File: src/rtl/usb_rx_packet_decompiler.sv
// RX packet decompiler: captures a flat received USB packet, checks its PID and size,
// then streams payload bytes 1..N-1 over a valid/ready byte interface.
module usb_rx_packet_decompiler #(
  parameter int unsigned MAX_BITS = 544,
  parameter int unsigned SIZE_W   = 10
) (
  input  logic                clk,
  input  logic                n_rst,
  input  logic                i_packet_valid,
  input  logic [MAX_BITS-1:0] i_packet_rx,
  input  logic [SIZE_W-1:0]   i_packet_size_rx,
  input  logic                i_flush,
  input  logic                i_byte_ready,
  output logic                o_packet_ack,
  output logic [7:0]          o_byte_out,
  output logic                o_byte_valid,
  output logic                o_byte_last,
  output logic [3:0]          o_pid,
  output logic                o_busy,
  output logic                o_done,
  output logic                o_err
);

  localparam int unsigned IDX_W = 7;
  localparam int unsigned OFF_W = IDX_W + 3;
  localparam logic [SIZE_W-1:0] MaxSize = SIZE_W'(MAX_BITS);
  localparam logic [SIZE_W-1:0] MinSize = SIZE_W'(8);

  typedef enum logic [2:0] {StIdle, StCheck, StStream, StDone, StErr} state_t;

  state_t              r_state;
  logic [MAX_BITS-1:0] r_shadow;
  logic [SIZE_W-1:0]   r_size;
  logic [IDX_W-1:0]    r_index;
  logic [3:0]          r_pid;
  logic                r_busy;
  logic                r_byte_valid;
  logic                r_done;
  logic                r_err;

  logic [IDX_W-1:0]    w_n;
  logic [OFF_W-1:0]    w_bit_off;
  logic                w_size_bad;
  logic                w_pid_bad;
  logic                w_last;

  assign w_n        = r_size[IDX_W+2:3];
  assign w_bit_off  = {r_index, 3'b000};
  assign w_size_bad = (r_size[2:0] != 3'b000) || (r_size < MinSize) || (r_size > MaxSize);
  assign w_pid_bad  = (r_shadow[7:4] != ~r_shadow[3:0]);
  assign w_last     = (r_index == w_n - IDX_W'(1));

  always_ff @(posedge clk or negedge n_rst) begin
    if (!n_rst) begin
      r_state      <= StIdle;
      r_shadow     <= '0;
      r_size       <= '0;
      r_index      <= '0;
      r_pid        <= '0;
      r_busy       <= 1'b0;
      r_byte_valid <= 1'b0;
      r_done       <= 1'b0;
      r_err        <= 1'b0;
    end else begin
      r_done <= 1'b0;
      r_err  <= 1'b0;
      if (i_flush) begin
        // Abort silently: no done/err pulse for a flushed packet.
        r_state      <= StIdle;
        r_busy       <= 1'b0;
        r_byte_valid <= 1'b0;
      end else begin
        unique case (r_state)
          StIdle: begin
            if (i_packet_valid) begin
              r_shadow <= i_packet_rx;
              r_size   <= i_packet_size_rx;
              r_busy   <= 1'b1;
              r_state  <= StCheck;
            end
          end
          StCheck: begin
            if (w_size_bad || w_pid_bad) begin
              r_err   <= 1'b1;
              r_state <= StErr;
            end else begin
              r_pid   <= r_shadow[3:0];
              r_index <= IDX_W'(1);
              if (w_n == IDX_W'(1)) begin
                r_done  <= 1'b1;
                r_state <= StDone;
              end else begin
                r_byte_valid <= 1'b1;
                r_state      <= StStream;
              end
            end
          end
          StStream: begin
            if (i_byte_ready) begin
              if (w_last) begin
                r_byte_valid <= 1'b0;
                r_done       <= 1'b1;
                r_state      <= StDone;
              end else begin
                r_index <= r_index + IDX_W'(1);
              end
            end
          end
          StDone, StErr: begin
            r_busy  <= 1'b0;
            r_state <= StIdle;
          end
          default: begin
            r_busy       <= 1'b0;
            r_byte_valid <= 1'b0;
            r_state      <= StIdle;
          end
        endcase
      end
    end
  end

  // Ack is combinational so the producer sees it in the same cycle the packet is captured.
  assign o_packet_ack = (r_state == StIdle) && i_packet_valid && !i_flush;
  assign o_byte_out   = r_shadow[w_bit_off +: 8];
  assign o_byte_valid = r_byte_valid;
  assign o_byte_last  = r_byte_valid && w_last;
  assign o_pid        = r_pid;
  assign o_busy       = r_busy;
  assign o_done       = r_done;
  assign o_err        = r_err;

endmodule

File: config.mk
export PLATFORM = sky130hd
export DESIGN_NAME = usb_rx_packet_decompiler
export DESIGN_NICKNAME = d
export VERILOG_FILES = /design/src/rtl/usb_rx_packet_decompiler.sv
export SDC_FILE = /design/constraint.sdc
export NUM_CORES = 1
export LEC_CHECK = 0
export CAP_MARGIN = 20
export CELL_PAD_IN_SITES_DETAIL_PLACEMENT = 0
export CELL_PAD_IN_SITES_GLOBAL_PLACEMENT = 2
export CORE_MARGIN = 3
export CORE_UTILIZATION = 29
export DETAILED_ROUTE_END_ITERATION = 6
export GPL_ROUTABILITY_DRIVEN = 1
export PLACE_DENSITY_LB_ADDON = 0.1
export SYNTH_ARGS = -nofsm -noshare
export SYNTH_HDL_FRONTEND = slang
export SYNTH_SLANG_ARGS = --single-unit
export TNS_END_PERCENT = 30
File: constraint.sdc
create_clock -name clk -period 3.65 [get_ports clk]
set_input_delay 0.365 -clock clk [delete_from_list [all_inputs] [get_ports clk]]
set_output_delay 0.365 -clock clk [all_outputs]
set_load 0.02 [all_outputs]
==> Word-level counts from Yosys, hierarchy flattened <==
Index checks and enable logic that the tools add are counted.
{ "totals": {"reg_bits": 572, "inputBits": 559, "output_inout_bits": 18} }
{ "classes": {"addsub": 2, "n_lt_le_gt_ge": 2, "n_eq_ne": 17, "shift": 1, "muxes": 29, "bitwise_logic": 3, "reduce_logical": 18} }
{ "ops": {"columns": ["cell", "count"], "rows": [
  ["$shiftx A544 B11 Y8", 1],
  ["$mux W7", 3],
  ["$mux W1", 16],
  ["$mux W3", 5],
  ["$ne A3 B3 Y1 const B", 5],
  ["$pmux W7 S2", 1],
  ["$gt A10 B10 Y1 const B", 1],
  ["$lt A10 B4 Y1 const B", 1],
  ["$reduce_and A5 Y1", 2],
  ["$pmux W3 S3", 1],
  ["$reduce_and A3 Y1", 3],
  ["$add A7 B1 Y7 const B", 1],
  ["$eq A7 B1 Y1 const B", 1],
  ["$eq A7 B7 Y1", 1],
  ["$sub A7 B1 Y7 const B", 1],
  ["$eq A3 B2 Y1 const B", 2],
  ["$ne A2 B2 Y1 const B", 3],
  ["$ne A2 B1 Y1 const B", 2],
  ["$ne A4 B4 Y1", 1],
  ["$not A4 Y4", 1],
  ["$pmux W1 S2", 2],
  ["$eq A3 B1 Y1 const B", 1],
  ["$eq A3 B3 Y1 const B", 1],
  ["$logic_and A1 B1 Y1", 3],
  ["other kinds (10)", 13]
]} }

==> Longest topological paths before layout <==
{ "depth": {"word_depth": 7, "mapped_depth": 11, "mapped_depth_nobuf": 9} }

==> Least setup slack after synthesis <==
No wires, ideal clock.
{ "synth_path": {"path_type": "register to output", "start": "register r_index[0]", "end": "output o_byte_out[1]", "arrival_ns": 2.380, "slack_ns": 0.905, "path_stages_with_launch": 7, "path_buffers": 2, "cell_sequence": "dfrtp_1 -> buf_2 -> clkbuf_1 -> mux4_2 -> mux4_2 -> mux2i_1 -> o221ai_1"} }
{ "synth_between": {"elab_chain_len": 1} }
{ "synth_rtl": {"columns": ["item", "line_no", "source"], "rows": [
  ["from (decl)", "34", "logic [IDX_W-1:0] r_index;"],
  ["from (signal assigned)", "105", "r_index <= r_index + IDX_W'(1);"],
  ["$shiftx A544 B11 Y8", "125", "assign o_byte_out = r_shadow[w_bit_off +: 8];"],
  ["to (decl)", "15", "output logic [7:0] o_byte_out,"]
]} }
Every way passes these cells.

==> Final worst setup path <==
{ "layout_path": {"start": "register r_index[0]", "end": "output o_byte_out[3]"} }
Same word-level chain as after synthesis.

==> impl_metrics.tcl <==
set metrics [dict create \
    die_h_um 305 \
    post_drt_via_cell_ratio 4.85 \
    synth-async-reset-ratio_pct 100 \
    power-per-cell-area_nw_per_um2 597 \
    cap_violations 0 \
    path_class "reg -> out" \
    worstMarginPinSlew_ns 0.757 \
    synthAdderAreaFrac_pct 0.193 \
    pre_cts_slack_ns 0.182 \
    grt_max_degree 107 \
    rows 109 \
    grt_pass1_vias 19000 \
    synthFlopType "dfrtp_1" \
    routed_wl_um 94800 \
    dp.final_hpwl_um 72500 \
    via_count 17000 \
    synth_top_family_by_area "multiplexers" \
    cts_tree "built" \
    period_needed_ns 3.63 \
    hold-worst-slack_ns 0.329 \
    reg2reg_to "r_index[3]" \
    critPathMaxFanout 6 \
    yosysWarnings 0 \
    arrival_ns 3.27 \
    wl_per_cell_um 27.1 \
    outcome "complete, no violations" \
    first_pass_iters 4 \
    synth_compound_area_share_pct 2.29 \
    skew_ns 0.0114 \
    r2r_setup_slack_ns 0.84 \
    vdd_drop_max_uv 302 \
    drive_gt1_share_pct 40.7 \
    netlist-cell-type-count 51 \
    synth-simple-area-share_pct 1.86 \
    endpoint_kind "output pin" \
    synth_cells 1637 \
    seq_area_frac_synth_pct 55.1 \
    syn_avg_cell_area_um2 15.9 \
    slew_headroom_pct 49.4 \
    synth-seq-cells 572 \
    r2r_cells 9 \
    drc 0 \
    cts_sinks 572 \
    slew_violations 0 \
    finalCritPeriodShare_pct 99.5 \
    gp_congestion 0.775 \
    final_common_cell "dfrtp_1" \
    startpoint_type "flop" \
    port_buffers 576 \
    hp-class "in -> async" \
    synthXorXnorAreaFrac_pct 0.472 \
    setup_tns_ns 0 \
    synthesis.nets 2200 \
    antenna_found_initial 27 \
    clockBufferDepth 3 \
    syn_area_um2 26000 \
    root_buffer "clkbuf_16" \
    setup_viol 0 \
    synthMuxAreaShare_pct 37.9 \
    cts_buffers 70 \
    clk-insertion-delay-late_ns 0.61 \
    final_antenna_net_count 0 \
    syn_to_final_growth_pct 40.3 \
    timing.final.ws_setup_ns 0.0193 \
    ioPinCount 577 \
    layout_common_cells "568 x dfrtp_1, 566 x clkdlybuf4s50_1, 558 x mux2_2" \
    final-hold-violation-count 0 \
    reg2reg_from "r_size[3]" \
    start_util_pct 29.3 \
    final_nets 2830 \
    drtIter0Drc 814 \
    grt_pass1_wl_um 137000 \
    synth_edf_count 0 \
    path_clk_slew_ns 0.06 \
    fmax_ghz 0.275 \
    rsz0062_at_grt "true" \
    fp.dieArea_um2 93200 \
    die_x_um 305 \
    cp.required_ns 3.28 \
    power.leakage_nw 14.3 \
    gr-total-overflow 0 \
    coreArea_um2 88600 \
    htreeDepth 3 \
    grt_use_total_pct 20.2 \
]
[routing by layer]
metal | wire, um | share of wire, % | track usage [%]
met2 | 48500 | 51 | 35.6
met3 | 4680 | 4.9 | 4.70
met4 | 2120 | 2.2 | 4.60
met1 | 39300 | 41 | 25.0
met5 | 176 | 0.19 | 0
[Yosys cell counts, types with 5 or more instances]
cell	n	area, um^2
nor2_1	19	71.3
nand2b_1	6	37.5
mux2i_1	60	601
mux2_2	558	6280
nand3_1	9	45.0
xor2_1	8	70.1
nand2_1	28	105
o22ai_1	12	75.1
o221ai_1	11	96.3
buf_1	5	18.8
buf_4	7	52.6
mux4_2	132	2970
a21oi_1	19	95.1
buf_2	68	340
dfrtp_1	572	14300
clkbuf_1	31	116
o21ai_0	18	90.1
a211oi_1	8	60.1
xnor2_1	6	52.6
[worst max path at each step]
stage	startpoint	end	cells after the start	slack, ns
floorplan	r_index[0]	o_byte_out[1]	6	0.91
global placement	r_index[0]	o_byte_out[5]	8	0.20
detailed placement	r_index[0]	o_byte_out[5]	8	0.18
CTS	r_index[0]	o_byte_out[0]	9	-0.06
global route	r_index[0]	o_byte_out[0]	9	-0.09
finish	r_index[0]	o_byte_out[3]	9	0.02
[worst max-delay path, stage by stage (launching register included)]
cell and delay (ns):
dfrtp_4 0.51, buf_12 0.16, buf_8 0.14, buf_12 0.13
buf_4 0.13, mux4_2 0.49, mux4_2 0.49, mux2i_1 0.26
o211ai_1 0.14, buf_4 0.20
[cell families after synthesis]
| family | Yosys count |
|---|---|
| AND/OR/NAND/NOR | 93 |
| XOR/XNOR | 14 |
| adder cells (fa/ha/maj) | 4 |
| flip-flops | 572 |
| multiplexers | 750 |
| AO/OA/AOI/OAI | 87 |
| buffers and inverters | 117 |
[per-stage QoR]
stage	util [%]	area (um^2)	total power, mW	std cells
final	41.1	36400	21.8	3494
after global routing	41.1	36400	22.9	3486
after CTS	41.0	36400	22.1	3484
after detailed placement	37.8	33500	14.3	3338
after global placement	37.8	33500	14.2	3338
after floorplan	-	26000	11.9	1637
[final cells by class]
cell class	instances	area [um^2]
antenna	8	20.0
clock buffer	93	2000
clock inverter	33	458
fill	8218	52200
inverter	5	18.8
multi-input combinational	948	11200
sequential	572	14300
tap	1165	1460
timing repair buffer	670	6970
[state kept, by name, summed over array words and instances (netlist names)]
register,cells
o_busy,1
o_byte_valid,1
o_done,1
o_err,1
o_pid,4
r_index,7
r_shadow,544
r_size,10
r_state,3
[repair_timing]
action,in CTS,in global routing
endpoints found under the hold margin,60,0
pin swaps,2,3
cloned,4,0
hold buffers,1,0
setup buffers,15,3
endpoints found under the setup margin,8,8
resized for setup,53,10
[where the power goes]
group | switching [mW] | total, mW | internal [mW]
combinational | 2.08 | 5.46 | 3.38
sequential | 0.983 | 8.92 | 7.93
clock | 2.86 | 7.38 | 4.52
total | 5.93 | 21.8 | 15.8
Note: power is estimated with default switching activity, not from simulation.
